$ cat config.mk
export PLATFORM = sky130hd
export DESIGN_NAME = axi_write_master
export DESIGN_NICKNAME = d
export VERILOG_FILES = /design/src/rtl/axi_write_master.sv
export SDC_FILE = /design/constraint.sdc
export NUM_CORES = 1
export LEC_CHECK = 0
export BUFFER_PORTS_ARGS = -buffer_cell sky130_fd_sc_hd__buf_2
export CORE_AREA = 5 5 132 134
export CTS_CLUSTER_SIZE = 24
export DETAILED_ROUTE_END_ITERATION = 8
export DIE_AREA = 0 0 137 139
export GPL_TIMING_DRIVEN = 1
export HOLD_SLACK_MARGIN = 0.06
export PLACE_DENSITY_LB_ADDON = 0.2
export SKIP_LAST_GASP = 1
export SLEW_MARGIN = 15
export SYNTH_ARGS = -nofsm -noshare
export SYNTH_HDL_FRONTEND = slang
export SYNTH_SLANG_ARGS = --single-unit
$ cat constraint.sdc
create_clock -name clk -period 1.9 [get_ports clk]
set_clock_uncertainty 0.2 [all_clocks]
set_input_delay 0.285 -clock clk [delete_from_list [all_inputs] [get_ports clk]]
set_output_delay 0.285 -clock clk [all_outputs]
set_load 0.02 [all_outputs]
$ cat src/rtl/axi_write_master.sv
`default_nettype none
// +----------------------------------------------------------------------------+
// | axi_write_master: writes one cache line as a single AW + INCR W burst + B.  |
// | Revision: 1.0                                                              |
// +----------------------------------------------------------------------------+
module axi_write_master #(
  parameter int ADDR_WIDTH = 32,
  parameter int DATA_WIDTH = 32,
  parameter int AW_LEN     = 3,
  parameter int AW_SIZE    = 2,
  parameter int AW_BURST   = 1,
  parameter int LINE_WIDTH = 128
) (
  input  logic                    clk,
  input  logic                    rst_n,
  input  logic                    req_valid,
  output logic                    req_ready,
  input  logic [ADDR_WIDTH-1:0]   req_addr,
  input  logic [LINE_WIDTH-1:0]   req_data,
  input  logic [LINE_WIDTH/8-1:0] req_strb,
  output logic                    resp_valid,
  output logic                    resp_err,
  output logic                    awvalid,
  input  logic                    awready,
  output logic [ADDR_WIDTH-1:0]   awaddr,
  output logic [7:0]              awlen,
  output logic [2:0]              awsize,
  output logic [1:0]              awburst,
  output logic                    wvalid,
  input  logic                    wready,
  output logic [DATA_WIDTH-1:0]   wdata,
  output logic [DATA_WIDTH/8-1:0] wstrb,
  output logic                    wlast,
  input  logic                    bvalid,
  output logic                    bready,
  input  logic [1:0]              bresp
);

  localparam int CNT_W = (AW_LEN > 0) ? $clog2(AW_LEN + 1) : 1;
  localparam logic [CNT_W-1:0] LAST_CNT = CNT_W'(AW_LEN);

  typedef enum logic [1:0] {
    IDLE       = 2'd0,
    AW_CHANNEL = 2'd1,
    W_CHANNEL  = 2'd2,
    B_CHANNEL  = 2'd3
  } state_t;

  state_t                                 state;
  logic [CNT_W-1:0]                       cnt;
  logic [ADDR_WIDTH-1:0]                  addr_q;
  logic [AW_LEN:0][DATA_WIDTH-1:0]        data_q;
  logic [AW_LEN:0][DATA_WIDTH/8-1:0]      strb_q;

  assign awaddr  = addr_q;
  assign awlen   = 8'(AW_LEN);
  assign awsize  = 3'(AW_SIZE);
  assign awburst = 2'(AW_BURST);
  // Beat select comes straight from registers, so W outputs hold while wready is low.
  assign wdata   = data_q[cnt];
  assign wstrb   = strb_q[cnt];
  assign wlast   = wvalid && (cnt == LAST_CNT);

  always_ff @(posedge clk) begin
    if (!rst_n) begin
      state      <= IDLE;
      cnt        <= '0;
      addr_q     <= '0;
      data_q     <= '0;
      strb_q     <= '0;
      req_ready  <= 1'b1;
      awvalid    <= 1'b0;
      wvalid     <= 1'b0;
      bready     <= 1'b0;
      resp_valid <= 1'b0;
      resp_err   <= 1'b0;
    end else begin
      resp_valid <= 1'b0;
      case (state)
        IDLE: begin
          if (req_valid) begin
            addr_q    <= req_addr;
            data_q    <= req_data;
            strb_q    <= req_strb;
            req_ready <= 1'b0;
            awvalid   <= 1'b1;
            state     <= AW_CHANNEL;
          end
        end
        AW_CHANNEL: begin
          if (awready) begin
            awvalid <= 1'b0;
            wvalid  <= 1'b1;
            state   <= W_CHANNEL;
          end
        end
        W_CHANNEL: begin
          if (wready) begin
            if (cnt == LAST_CNT) begin
              cnt    <= '0;
              wvalid <= 1'b0;
              bready <= 1'b1;
              state  <= B_CHANNEL;
            end else begin
              cnt <= cnt + CNT_W'(1);
            end
          end
        end
        B_CHANNEL: begin
          if (bvalid) begin
            bready     <= 1'b0;
            resp_valid <= 1'b1;
            // Only SLVERR/DECERR set bit 1; OKAY/EXOKAY complete cleanly.
            resp_err   <= bresp[1];
            req_ready  <= 1'b1;
            state      <= IDLE;
          end
        end
        default: state <= IDLE;
      endcase
    end
  end

endmodule
`default_nettype wire

# After elaboration in Yosys (flattened, before gate mapping)
# Index checks and enable logic that the tools add are counted.
[word_totals] register_bits=186 latch_bits=0 ramBits=0 mem_bits_ro=0 inputBits=184 out_inout_bits=88 elab_cells=69 mem_count=0
[op_classes] n_addsub=1 n_mul=0 div=0 magnitude_cmp=1 n_eq_ne=9 shifts=0 muxes=26 bitwise_logic=0 n_reduce_logical=15
[ops] operator="$bmux 32 s2" count=1
[ops] operator="$mux 32" count=1
[ops] operator="$mux 2" count=6
[ops] operator="$mux 1" count=11
[ops] operator="$ne 2x2->1 const B" count=5
[ops] operator="$bmux 4 s2" count=1
[ops] operator="$pmux 1 s2" count=4
[ops] operator="$pmux 2 s4" count=1
[ops] operator="$reduce_and 2->1" count=4
[ops] operator="$reduce_and 4->1" count=2
[ops] operator="$reduce_bool 2->1" count=4
[ops] operator="$eq 2x2->1 const B" count=3
[ops] operator="$reduce_and 3->1" count=2
[ops] operator="$reduce_and 5->1" count=1
[ops] operator="$mux 4" count=1
[ops] operator="$lt 2x3->1 const B" count=1
[ops] operator="$add 2x1->2 const B" count=1
[ops] operator="$eq 2x1->1 const B" count=1
[ops] operator="$logic_not 2->1" count=1
[ops] operator="$logic_and 1x1->1" count=1

# Longest topological paths before layout
# Gate-level depths: netlist of the first run.
[logic_depth] ltp_word=4 mapped_depth=8 depth_no_buf=5

# Worst setup path after synthesis of the first run
# No wires, ideal clock.
[synth_path] path_kind="register to output" startpoint="register cnt[0]" endpoint="output wdata[10]" arrival_time_ns=1.246 required_time_ns=1.415 setup_slack_ns=0.169 stages_incl_launch_ff=4 path_buffers=2 cell_sequence="dfxtp_1 -> buf_6 -> buf_12 -> mux4_2"
[synth_between] elab_chain_cells=2
[synth_lines] element="from (decl)" line_no="50" rtl="logic [CNT_W-1:0] cnt;"
[synth_lines] element="from (signal assigned)" line_no="105" rtl="cnt <= cnt + CNT_W'(1);"
[synth_lines] element="$bmux 32 s2" line_no="60" rtl="assign wdata = data_q[cnt];"
[synth_lines] element="$mux 32 (implied by the code)" line_no="60"
[synth_lines] element="to (decl)" line_no="31" rtl="output logic [DATA_WIDTH-1:0] wdata,"
# Every way passes these cells. The select of a mux whose other input is x is not followed.

# Worst setup path after layout of the first run
[layout_path] startpoint="register cnt[0]" endpoint="output wstrb[1]"
[layout_between] elab_chain_cells=2
[layout_lines] element="$bmux 4 s2" line_no="61" rtl="assign wstrb = strb_q[cnt];"
[layout_lines] element="$mux 4 (implied by the code)" line_no="61"
[layout_lines] element="to (decl)" line_no="32" rtl="output logic [DATA_WIDTH/8-1:0] wstrb,"
# Every way passes these cells. The select of a mux whose other input is x is not followed.

==> impl_metrics.prom, run 1 <==
# TYPE chip_impl_metric gauge
chip_impl_info{name="status",value="complete, but fails checks"} 1
chip_impl_info{name="failing_checks",value="setup timing"} 1
chip_impl_metric{name="route.vias.total",unit=""} 7716
chip_impl_metric{name="irDropWorstVdd",unit="mV"} 0.6384
chip_impl_metric{name="pre_repair_dr_iteration_count",unit=""} 5
chip_impl_metric{name="timing_max_transition_violations_final",unit=""} 0
chip_impl_metric{name="post_synth_num_cell_types",unit=""} 31
chip_impl_info{name="crit_path_end",value="wstrb[1]"} 1
chip_impl_metric{name="portBuffers",unit=""} 257
chip_impl_metric{name="total_switching_power",unit="mW"} 4.556
chip_impl_metric{name="tritoncts_num_sinks",unit=""} 186
chip_impl_info{name="clockRootBuffer",value="clkbuf_16"} 1
chip_impl_info{name="netlist_top_cells_area",value="dfxtp_1 (46%), nand2_1 (17%), a21boi_1 (11%)"} 1
chip_impl_metric{name="initial_antenna_violation_count",unit=""} 4
chip_impl_info{name="worstSetupEndpointType",value="output port"} 1
chip_impl_metric{name="min_period",unit="ns"} 2.213
chip_impl_metric{name="remaining_drc_errors",unit=""} 0
chip_impl_metric{name="placementRows",unit=""} 47
chip_impl_metric{name="ys_async_sr_fraction",unit="%"} 0
chip_impl_metric{name="dp_hpwl",unit="um"} 13960
chip_impl_metric{name="netlist_area",unit="sq mm"} 0.008053
chip_impl_metric{name="die_height",unit="um"} 139
chip_impl_metric{name="p_clk_share",unit="%"} 26.0
chip_impl_info{name="synth_top_flop_cell",value="dfxtp_1"} 1
chip_impl_metric{name="clk-insertion-delay-late",unit="ns"} 0.43
chip_impl_metric{name="groute.usage.overall",unit="%"} 24.43
chip_impl_metric{name="sequential_power_share",unit="%"} 38.1
chip_impl_metric{name="combPwrFrac",unit="%"} 35.9
chip_impl_metric{name="place.detailed.instances",unit=""} 1313
chip_impl_metric{name="max_freq",unit="MHz"} 451.8
chip_impl_metric{name="max_cap_violations",unit=""} 0
chip_impl_metric{name="leakage",unit="nW"} 5.207
chip_impl_info{name="synth.largest_area_cell",value="dfxtp_1"} 1
chip_impl_metric{name="post-route-worst-setup-slack",unit="ns"} -0.3135
chip_impl_info{name="r2r-end",value="state[1]"} 1
chip_impl_metric{name="dieWidth",unit="um"} 137
chip_impl_metric{name="layout.nets",unit=""} 1497
chip_impl_metric{name="layoutNonFillerInstCount",unit=""} 1544
chip_impl_metric{name="ff2ff_path_depth",unit=""} 6
chip_impl_info{name="rsz_0062_raised_after_global_routing",value="true"} 1
chip_impl_metric{name="yosysSeqAreaShare",unit="%"} 46.24
chip_impl_metric{name="placer_s_final_routability_congestion_estimate",unit=""} 0.7927
chip_impl_metric{name="reg2reg_slack",unit="ns"} 0.05
chip_impl_metric{name="nFillCells",unit=""} 1048
chip_impl_metric{name="postSynthCellCount",unit=""} 880
chip_impl_metric{name="i_o_pin_cnt",unit=""} 272
chip_impl_info{name="ys_top_cells_by_count",value="nand2_1 (359), dfxtp_1 (186), a21boi_1 (117), a21boi_0 (63), mux4_2 (36)"} 1
chip_impl_metric{name="h-tree-depth",unit=""} 4
chip_impl_metric{name="initial_core_util",unit="%"} 49.79
chip_impl_info{name="reg_to_reg_start",value="cnt[0]"} 1
chip_impl_metric{name="setup-tns-final",unit="ns"} -9.839
chip_impl_info{name="hp-start",value="req_valid"} 1
chip_impl_metric{name="final_cell_area",unit="sq mm"} 0.01213
chip_impl_info{name="critPathKind",value="flop to output port"} 1
chip_impl_metric{name="worstPathRequired",unit="ns"} 1.41
chip_impl_metric{name="pwr_density_cell",unit="mW/mm^2"} 1084
chip_impl_metric{name="synth_edf_count",unit=""} 0
chip_impl_metric{name="routedWlPerCell",unit="um"} 15.90
chip_impl_metric{name="buffers_from_clock_root_to_sink_at_most",unit=""} 2
chip_impl_metric{name="multi_input_comb_area",unit="sq mm"} 0.003849
chip_impl_metric{name="whs",unit="ns"} 0.2304
chip_impl_metric{name="internal_power",unit="mW"} 8.595
chip_impl_metric{name="cts_buffers",unit=""} 17
chip_impl_metric{name="detail_route.wirelength",unit="um"} 24540
chip_impl_metric{name="final-hold-violation-count",unit=""} 0
chip_impl_metric{name="grt_pass1_vias",unit=""} 7867
chip_impl_metric{name="syn2layout_area_growth",unit="%"} 50.68
chip_impl_metric{name="grt_pass1_wl",unit="um"} 37860
chip_impl_metric{name="routed_via_density",unit=""} 4.997
chip_impl_metric{name="p_sw_share",unit="%"} 34.64
chip_impl_metric{name="ys_ff_latch",unit=""} 186
chip_impl_metric{name="detail-route-antenna-nets",unit=""} 0
chip_impl_info{name="worst_setup_path_start_kind",value="flop"} 1
chip_impl_metric{name="total_placed_instance_area",unit="sq mm"} 0.009505
chip_impl_metric{name="final_layout_size_suffix_gt1_share",unit="%"} 28.11
chip_impl_info{name="worstSetupStartpoint",value="cnt[0]"} 1
chip_impl_metric{name="clkSlewWorstSetupHoldPaths",unit="ns"} 0.07
chip_impl_info{name="hold_path_class",value="input port to flop"} 1
chip_impl_metric{name="largest_net_degree_at_the_start_of_global_routing",unit=""} 66
chip_impl_metric{name="fin_crit_sh",unit="%"} 116.5
chip_impl_metric{name="drt_first_iter_violations",unit=""} 396
chip_impl_metric{name="globalRoute.totalOverflow",unit=""} 0
chip_impl_info{name="tritoncts",value="yes"} 1
chip_impl_metric{name="post-synth-top-area-fraction",unit="%"} 46.24
chip_impl_metric{name="die_outline_area",unit="sq mm"} 0.01904
chip_impl_metric{name="core",unit="sq mm"} 0.01617
chip_impl_metric{name="layout.area.seq",unit="sq mm"} 0.003731
chip_impl_metric{name="setup_violations",unit=""} 37
chip_impl_metric{name="post-route-util",unit="%"} 75.03
chip_impl_metric{name="worst-endpoint-arrival",unit="ns"} 1.73
chip_impl_info{name="synth_most_common_cell",value="nand2_1"} 1
chip_impl_metric{name="synth.yosys.warnings",unit=""} 0
chip_impl_metric{name="critical_path_peak_fanout",unit=""} 14
chip_impl_metric{name="syn_avg_cell_area",unit="sq um"} 9.151
[kinds of logic after synthesis]
family | synth area share [%]
AOI/OAI and AO/OA | 17.85
and+or+nand+nor | 17.57
muxes | 10.44
adders and majority gates | 0.9322
buffers and inverters | 6.867
other | 0.09326
DFF | 46.24
[sequential cells by signal, summed over array words and instances (netlist names)]
name,flops
bready,1
resp_valid,1
data_q,128
req_ready,1
awvalid,1
awaddr,32
wvalid,1
state,2
strb_q,16
cnt,2
resp_err,1
[how the worst min path moves through the flow]
stage,endpoint,slack (ns),depth (start not counted)
CTS,data_q[56],0.21,4
floorplan,data_q[100],0.22,2
detailed placement,data_q[80],0.24,2
global route,data_q[93],0.25,4
global placement,data_q[108],0.24,2
finish,data_q[93],0.23,4
[cell type report]
type                            instances  share of cell area [%]
Multi-Input combinational cell        621                   31.72
Sequential cell                       186                   30.75
Timing Repair Buffer                  478                   30.46
Clock buffer                           20                   3.681
Tap cell                              220                   2.269
Clock inverter                         12                  0.9486
Inverter                                3                 0.09280
Antenna cell                            4                 0.08249
[metal layers]
| metal | GRT usage [%] | up-vias | share of wire (%) |
|---|---|---|---|
| met5 | 0 | - | 0 |
| met1 | 29.62 | 3598 | 41 |
| met3 | 5.806 | 58 | 6.2 |
| li1 | - | 3752 | - |
| met4 | 9.454 | 0 | 2.9 |
| met2 | 41.62 | 308 | 50 |
[worst max-delay path, stage by stage (launching register included)]
cell,delay [ns]
dfxtp_4,0.40
buf_12,0.18
mux4_2,0.54
buf_2,0.18
[stage by stage]
step	worst slack, ns	total power, mW
after global placement	0.1022	9.054
final	-0.3135	13.15
after CTS	-0.3283	12.87
after global routing	-0.3669	13.87
after detailed placement	0.09557	9.131
after floorplan	0.1690	7.980
[power groups by stage]
stage	combinational [mW]	sequential, mW	clock [mW]
after global placement	4.00	5.06	0
after floorplan	2.81	5.17	0
final	4.72	5.01	3.42
after global routing	5.15	5.09	3.62
after detailed placement	4.05	5.09	0
after CTS	4.38	5.00	3.49
[placed cells by master (no fill, tap or decap), drive strengths merged, types with 3 or more instances in the layout]
cell	instances
nand2	360
a21boi	180
dlygate4sd3	182
ha	6
mux2i	3
conb	13
clkinvlp	3
clkinv	4
diode	4
buf	294
o21a	3
dfxtp	186
clkbuf	22
inv	7
mux4	36
[what timing repair did]
item / in CTS / in global routing
pin swaps: 0 / 1
setup buffers: 6 / 5
gates resized for setup: 10 / 12
cloned: 0 / 2
hold buffers: 182 / 0
hold endpoints to repair: 184 / 0
endpoints found under the setup margin: 37 / 135
No activity file was read; power rests on OpenSTA's default activity.
==> run 2, diff against run 1 <==
--- a/config.mk
+++ b/config.mk
@@ -12,7 +12,7 @@
 export DIE_AREA = 0 0 137 139
 export GPL_TIMING_DRIVEN = 1
 export HOLD_SLACK_MARGIN = 0.06
-export PLACE_DENSITY_LB_ADDON = 0.2
+export PLACE_DENSITY_LB_ADDON = 0.3
 export SKIP_LAST_GASP = 1
 export SLEW_MARGIN = 15
 export SYNTH_ARGS = -nofsm -noshare
==> run 2 against run 1 <==
  * The flow still finishes with violations (setup timing)
  * Worst setup slack worse by 0.0097 ns
  * Die area stayed put
  * Combinational power grew 4.7%
  * Sequential share of layout area shrank 0.28 points
  * Via count grew 1.8%
  * Global-route usage grew 2.2 points
  * Sequential cell count stayed put
  * Total power increased by 4.1%
  * Sequential power about the same
  * Largest power group unchanged
==> impl_metrics.prom, run 2 (synthesis gave the netlist of run 1 again) <==
# TYPE chip_impl_metric gauge
chip_impl_metric{name="max_cap_violations",unit=""} 0
chip_impl_metric{name="i_o_pin_cnt",unit=""} 272
chip_impl_info{name="failing_checks",value="setup timing"} 1
chip_impl_metric{name="post-route-util",unit="%"} 75.72
chip_impl_metric{name="report.power.total",unit="mW"} 13.69
chip_impl_metric{name="worst-endpoint-arrival",unit="ns"} 1.74
chip_impl_metric{name="dp_hpwl",unit="um"} 14220
chip_impl_metric{name="placer_s_final_routability_congestion_estimate",unit=""} 0.7822
chip_impl_metric{name="irDropWorstVdd",unit="mV"} 0.6646
chip_impl_info{name="register_with_the_highest_flop_count",value="data_q"} 1
chip_impl_metric{name="core",unit="sq mm"} 0.01617
chip_impl_metric{name="drt_first_iter_violations",unit=""} 413
chip_impl_metric{name="groute.usage.overall",unit="%"} 26.58
chip_impl_metric{name="die_height",unit="um"} 139
chip_impl_metric{name="grt_use_met1",unit="%"} 30.05
chip_impl_metric{name="cts_buffers",unit=""} 17
chip_impl_metric{name="syn2layout_area_growth",unit="%"} 52.07
chip_impl_metric{name="detail-route-antenna-nets",unit=""} 0
chip_impl_metric{name="initial_core_util",unit="%"} 49.79
chip_impl_info{name="layout_commonest_cell",value="nand2_1"} 1
chip_impl_metric{name="h-tree-depth",unit=""} 4
chip_impl_metric{name="detail_route.wirelength",unit="um"} 26250
chip_impl_info{name="critPathKind",value="flop to output port"} 1
chip_impl_metric{name="max_freq",unit="MHz"} 449.8
chip_impl_metric{name="gr_util_met3",unit="%"} 7.765
chip_impl_metric{name="place.detailed.instances",unit=""} 1312
chip_impl_metric{name="routed_via_density",unit=""} 5.106
chip_impl_metric{name="total_placed_instance_area",unit="sq mm"} 0.009510
chip_impl_metric{name="setup_violations",unit=""} 37
chip_impl_metric{name="post-route-worst-setup-slack",unit="ns"} -0.3232
chip_impl_metric{name="final-hold-violation-count",unit=""} 0
chip_impl_metric{name="gr-usage-met2",unit="%"} 45.88
chip_impl_metric{name="worstPathRequired",unit="ns"} 1.41
chip_impl_metric{name="portBuffers",unit=""} 257
chip_impl_metric{name="globalRoute.totalOverflow",unit=""} 0
chip_impl_info{name="worstSetupEndpointType",value="output port"} 1
chip_impl_metric{name="die_outline_area",unit="sq mm"} 0.01904
chip_impl_metric{name="worst_path_largest_cell_delay",unit="ns"} 0.54
chip_impl_metric{name="final_cell_area",unit="sq mm"} 0.01225
chip_impl_info{name="worst_setup_path_start_kind",value="flop"} 1
chip_impl_metric{name="dieWidth",unit="um"} 137
chip_impl_metric{name="pwr_density_cell",unit="mW/mm^2"} 1118
chip_impl_info{name="path_cells",value="buf_12 -> mux4_2 -> buf_2"} 1
chip_impl_info{name="cp_slowest_cell",value="mux4_2"} 1
chip_impl_metric{name="largest_reg_flops",unit=""} 128
chip_impl_info{name="hold_path_class",value="input port to flop"} 1
chip_impl_info{name="grt_busiest_layer",value="met2"} 1
chip_impl_metric{name="layoutNonFillerInstCount",unit=""} 1538
chip_impl_metric{name="whs",unit="ns"} 0.08015
chip_impl_metric{name="placementRows",unit=""} 47
chip_impl_metric{name="critical_path_peak_fanout",unit=""} 14
chip_impl_info{name="tritoncts",value="yes"} 1
chip_impl_metric{name="timing_max_transition_violations_final",unit=""} 0
chip_impl_metric{name="grt_pass1_vias",unit=""} 8033
chip_impl_metric{name="remaining_drc_errors",unit=""} 0
chip_impl_metric{name="min_period",unit="ns"} 2.223
chip_impl_info{name="clockRootBuffer",value="clkbuf_16"} 1
chip_impl_metric{name="layout.area.seq",unit="sq mm"} 0.003731
chip_impl_metric{name="routedWlPerCell",unit="um"} 17.07
chip_impl_info{name="layout_common_cells",value="nand2_1 (359), buf_2 (248), dfxtp_1 (184), dlygate4sd3_1 (181), a21boi_1 (117)"} 1
chip_impl_metric{name="buffers_from_clock_root_to_sink_at_most",unit=""} 2
chip_impl_metric{name="setup-tns-final",unit="ns"} -9.745
chip_impl_metric{name="clk-insertion-delay-late",unit="ns"} 0.43
chip_impl_metric{name="pre_repair_dr_iteration_count",unit=""} 5
chip_impl_metric{name="largest_net_degree_at_the_start_of_global_routing",unit=""} 59
chip_impl_metric{name="fin_crit_sh",unit="%"} 117.0
chip_impl_metric{name="multi_input_comb_area",unit="sq mm"} 0.003875
chip_impl_metric{name="clkSlewWorstSetupHoldPaths",unit="ns"} 0.06
chip_impl_metric{name="route.vias.total",unit=""} 7853
chip_impl_info{name="status",value="complete, but fails checks"} 1
chip_impl_metric{name="initial_antenna_violation_count",unit=""} 3
chip_impl_metric{name="dp_slack",unit="ns"} -0.04937
chip_impl_metric{name="leakage",unit="nW"} 5.246
chip_impl_metric{name="nFillCells",unit=""} 1001
chip_impl_metric{name="final_layout_size_suffix_gt1_share",unit="%"} 28.27
chip_impl_info{name="rsz_0062_raised_after_global_routing",value="true"} 1
chip_impl_metric{name="tritoncts_num_sinks",unit=""} 186
chip_impl_metric{name="reg2reg_slack",unit="ns"} 0.01
chip_impl_metric{name="grt_pass1_wl",unit="um"} 40330
chip_impl_metric{name="layout.nets",unit=""} 1496
==> run 2: changes by cell type in the layout (fill, tap and decap cells not counted), sizes merged <==
cell and delta:
nand2 +1, clkinvlp -1, inv -3, bufinv +3
dlygate4sd3 -1, clkbuf -3, clkinv +1, diode -2
buf -1
==> run 2: where the power goes <==
| group | internal, mW | switching, mW |
|---|---|---|
| sequential | 4.64 | 0.393 |
| clock | 2.18 | 1.54 |
| combinational | 2.21 | 2.72 |
==> run 2: worst max-delay path, delay by kind of cell, from the launching register on <==
kind	cells	cell delay (ns)
DFF	1	0.40
muxes	1	0.54
buffers and inverters	2	0.36
==> run 2: routing by layer <==
| layer | wire length [um] | vias up |
|---|---|---|
| li1 | - | 3741 |
| met1 | 10060 | 3707 |
| met2 | 13410 | 323 |
| met3 | 1758 | 80 |
| met4 | 1007 | 2 |
| met5 | 13 | - |
==> run 2: layout make-up <==
| cell class | instances | area share (%) |
|---|---|---|
| Clock inverter | 12 | 1.441 |
| Timing Repair Buffer | 476 | 30.59 |
| Multi-Input combinational cell | 622 | 31.64 |
| Inverter | 3 | 0.09196 |
| Antenna cell | 2 | 0.04087 |
| Tap cell | 220 | 2.248 |
| Clock buffer | 17 | 3.474 |
| Sequential cell | 186 | 30.47 |
==> run 2: repair_timing <==
action | CTS | global route
hold endpoints to repair | 181 | 0
setup endpoints to repair | 40 | 100
gates resized for setup | 27 | 10
gates cloned | 1 | 3
buffers inserted | 7 | 4
pin swaps | 1 | 3
hold buffers | 181 | 0
==> run 2: final timing paths <==
kind               startpoint           to  depth (start not counted)
setup reg to reg     state[1]   data_q[33]                          7
setup / recovery       cnt[0]     wstrb[0]                          3
hold reg to reg   data_q[101]  data_q[101]                          2
hold / removal          rst_n    req_ready                          2
==> run 3, diff against run 2 <==
--- a/config.mk
+++ b/config.mk
@@ -6,10 +6,10 @@
 export NUM_CORES = 1
 export LEC_CHECK = 0
 export BUFFER_PORTS_ARGS = -buffer_cell sky130_fd_sc_hd__buf_2
-export CORE_AREA = 5 5 132 134
+export CORE_AREA = 5 5 121 146
 export CTS_CLUSTER_SIZE = 24
 export DETAILED_ROUTE_END_ITERATION = 8
-export DIE_AREA = 0 0 137 139
+export DIE_AREA = 0 0 126 151
 export GPL_TIMING_DRIVEN = 1
 export HOLD_SLACK_MARGIN = 0.06
 export PLACE_DENSITY_LB_ADDON = 0.3
==> run 3 against run 2 <==
  * The flow still finishes with violations (setup timing)
  * Sequential share of layout area rose by 0.084 points
  * Via count decreased by 1.2%
  * Total power is 2.8% lower
  * Critical path depth up 1
  * Sequential cell count unchanged
  * Non-clock buffer count is 6 higher
  * Largest cell class unchanged
  * Largest power group unchanged
  * Highest routed layer is now met4
==> impl_metrics.prom, run 3 (synthesis gave the netlist of run 1 again) <==
# TYPE chip_impl_metric gauge
chip_impl_metric{name="layout.nets",unit=""} 1502
chip_impl_metric{name="max_cap_violations",unit=""} 0
chip_impl_metric{name="globalRoute.totalOverflow",unit=""} 0
chip_impl_metric{name="crit_buf_inv",unit=""} 3
chip_impl_metric{name="portBuffers",unit=""} 257
chip_impl_metric{name="nFillCells",unit=""} 1027
chip_impl_info{name="critPathKind",value="flop to output port"} 1
chip_impl_info{name="worst_setup_path_start_kind",value="flop"} 1
chip_impl_metric{name="total_switching_power",unit="mW"} 4.529
chip_impl_metric{name="detail-route-antenna-nets",unit=""} 0
chip_impl_info{name="layout_commonest_cell",value="nand2_1"} 1
chip_impl_metric{name="irDropWorstVdd",unit="mV"} 0.6788
chip_impl_info{name="tritoncts",value="yes"} 1
chip_impl_info{name="layout_common_cells",value="nand2_1 (359), buf_2 (246), dfxtp_1 (184), dlygate4sd3_1 (181), a21boi_1 (120)"} 1
chip_impl_info{name="register_with_the_highest_flop_count",value="data_q"} 1
chip_impl_metric{name="initial_core_util",unit="%"} 50.08
chip_impl_metric{name="grt_pass1_vias",unit=""} 8105
chip_impl_metric{name="drt_first_iter_violations",unit=""} 487
chip_impl_info{name="hold_path_class",value="input port to flop"} 1
chip_impl_metric{name="dieWidth",unit="um"} 126
chip_impl_metric{name="h-tree-depth",unit=""} 4
chip_impl_metric{name="largest_reg_flops",unit=""} 128
chip_impl_metric{name="pre_repair_dr_iteration_count",unit=""} 5
chip_impl_metric{name="setup_violations",unit=""} 37
chip_impl_metric{name="routed_via_density",unit=""} 5.044
chip_impl_metric{name="post-route-worst-setup-slack",unit="ns"} -0.3312
chip_impl_metric{name="worst-endpoint-arrival",unit="ns"} 1.75
chip_impl_metric{name="groute.usage.overall",unit="%"} 25.48
chip_impl_metric{name="worstPathRequired",unit="ns"} 1.41
chip_impl_metric{name="internal_power",unit="mW"} 8.779
chip_impl_metric{name="buffers_from_clock_root_to_sink_at_most",unit=""} 2
chip_impl_metric{name="tritoncts_num_sinks",unit=""} 186
chip_impl_metric{name="core",unit="sq mm"} 0.01608
chip_impl_metric{name="worst_path_largest_cell_delay",unit="ns"} 0.51
chip_impl_metric{name="sequential_power_share",unit="%"} 37.7
chip_impl_metric{name="fin_crit_sh",unit="%"} 117.4
chip_impl_metric{name="p_clk_share",unit="%"} 25.9
chip_impl_metric{name="report.power.total",unit="mW"} 13.31
chip_impl_metric{name="placementRows",unit=""} 51
chip_impl_metric{name="clk-insertion-delay-late",unit="ns"} 0.43
chip_impl_info{name="status",value="complete, but fails checks"} 1
chip_impl_metric{name="timing_max_transition_violations_final",unit=""} 0
chip_impl_metric{name="clkSlewWorstSetupHoldPaths",unit="ns"} 0.07
chip_impl_metric{name="initial_antenna_violation_count",unit=""} 2
chip_impl_metric{name="i_o_pin_cnt",unit=""} 272
chip_impl_metric{name="p_sw_share",unit="%"} 34.03
chip_impl_metric{name="routedWlPerCell",unit="um"} 16.28
chip_impl_info{name="clockRootBuffer",value="clkbuf_16"} 1
chip_impl_metric{name="detail_route.wirelength",unit="um"} 25030
chip_impl_metric{name="dp_hpwl",unit="um"} 13970
chip_impl_metric{name="grt_pass1_wl",unit="um"} 39190
chip_impl_metric{name="final-hold-violation-count",unit=""} 0
chip_impl_metric{name="die_outline_area",unit="sq mm"} 0.01903
chip_impl_info{name="path_cells",value="buf_12 -> buf_16 -> mux4_2 -> buf_6"} 1
chip_impl_info{name="cp_slowest_cell",value="mux4_2"} 1
chip_impl_metric{name="route.vias.total",unit=""} 7758
chip_impl_metric{name="cts_buffers",unit=""} 17
chip_impl_metric{name="min_period",unit="ns"} 2.231
chip_impl_metric{name="combPwrFrac",unit="%"} 36.3
chip_impl_info{name="worstSetupEndpointType",value="output port"} 1
chip_impl_metric{name="dp_slack",unit="ns"} 0.02231
chip_impl_metric{name="syn2layout_area_growth",unit="%"} 51.65
chip_impl_metric{name="max_freq",unit="MHz"} 448.2
chip_impl_metric{name="final_layout_size_suffix_gt1_share",unit="%"} 28.63
chip_impl_metric{name="remaining_drc_errors",unit=""} 0
chip_impl_metric{name="leakage",unit="nW"} 5.257
chip_impl_metric{name="critical_path_peak_fanout",unit=""} 5
chip_impl_metric{name="die_height",unit="um"} 151
chip_impl_info{name="critPathTopFamily",value="multiplexers"} 1
chip_impl_metric{name="pwr_density_cell",unit="mW/mm^2"} 1090
chip_impl_metric{name="placer_s_final_routability_congestion_estimate",unit=""} 0.7857
chip_impl_info{name="failing_checks",value="setup timing"} 1
chip_impl_metric{name="largest_net_degree_at_the_start_of_global_routing",unit=""} 85
chip_impl_info{name="rsz_0062_raised_after_global_routing",value="true"} 1
run 3: cell types whose count changed in the layout (fill, tap and decap cells not counted), sizes merged:
cell	before	now
buf	293	299
clkbuf	19	24
bufinv	4	1
and2	2	3
clkinvlp	2	1
inv	4	5
nand2	361	360
run 3: worst paths after layout:
path / startpoint / cells after the start / end / slack, ns
max: cnt[0] / 4 / wdata[16] / -0.33
min: rst_n / 3 / strb_q[3] / 0.17
max reg2reg: cnt[0] / 6 / wvalid / 0.06
min reg2reg: data_q[79] / 2 / data_q[79] / 0.25
run 3: routing by layer:
| metal | wire, um | track usage (%) | up-vias | part of all wire [%] |
|---|---|---|---|---|
| li1 | - | - | 3759 | - |
| met1 | 9288 | 27.36 | 3617 | 37 |
| met2 | 13020 | 46.51 | 304 | 52 |
| met3 | 1832 | 7.337 | 78 | 7.3 |
| met4 | 888 | 11.32 | 0 | 3.5 |
| met5 | 0 | 0 | - | 0 |
run 3: cell type report:
type / instances / area [sq um] / share of cell area [%]
inverter: 3 / 11.26 / 0.09221
clock buffer: 22 / 484.2 / 3.965
multi-input combinational: 622 / 3860 / 31.61
antenna: 2 / 5.005 / 0.04098
timing repair buffer: 482 / 3767 / 30.85
sequential: 186 / 3731 / 30.55
clock inverter: 9 / 87.58 / 0.7172
tap: 212 / 265.3 / 2.172
run 3: timing repair:
| action | CTS | global route |
|---|---|---|
| setup buffers | 12 | 4 |
| pin swaps | 1 | 1 |
| resized for setup | 18 | 20 |
| endpoints found under the hold margin | 181 | 0 |
| endpoints found under the setup margin | 42 | 167 |
| hold buffers | 181 | 0 |
| cloned | 3 | 2 |
run 3: tightest hold or removal path: cells and delay by family:
kind	cells	cell delay, ns
buf+inv	2	0.30
compound gates	1	0.15
run 3: power groups by stage:
stage	combinational, mW	sequential, mW	clock [mW]
after global routing	5.27	5.10	3.68
final	4.84	5.02	3.45
after global placement	3.98	5.05	0
after floorplan	2.81	5.17	0
after detailed placement	4.03	5.08	0
after CTS	4.52	5.01	3.52
run 3: per-stage QoR:
| stage | std cells | TNS, ns | hold slack (ns) | instance area [sq um] | utilization, % |
|---|---|---|---|---|---|
| after floorplan | 891 | 0 | 0.2198 | 8094 | - |
| after global placement | 1304 | 0 | 0.2377 | 9475 | 58.92 |
| after detailed placement | 1304 | 0 | 0.2439 | 9475 | 58.92 |
| after CTS | 1531 | -11.72 | 0.1716 | 12090 | 75.16 |
| after global routing | 1537 | -12.69 | 0.1891 | 12210 | 75.93 |
| final | 1538 | -10.40 | 0.1654 | 12210 | 75.94 |
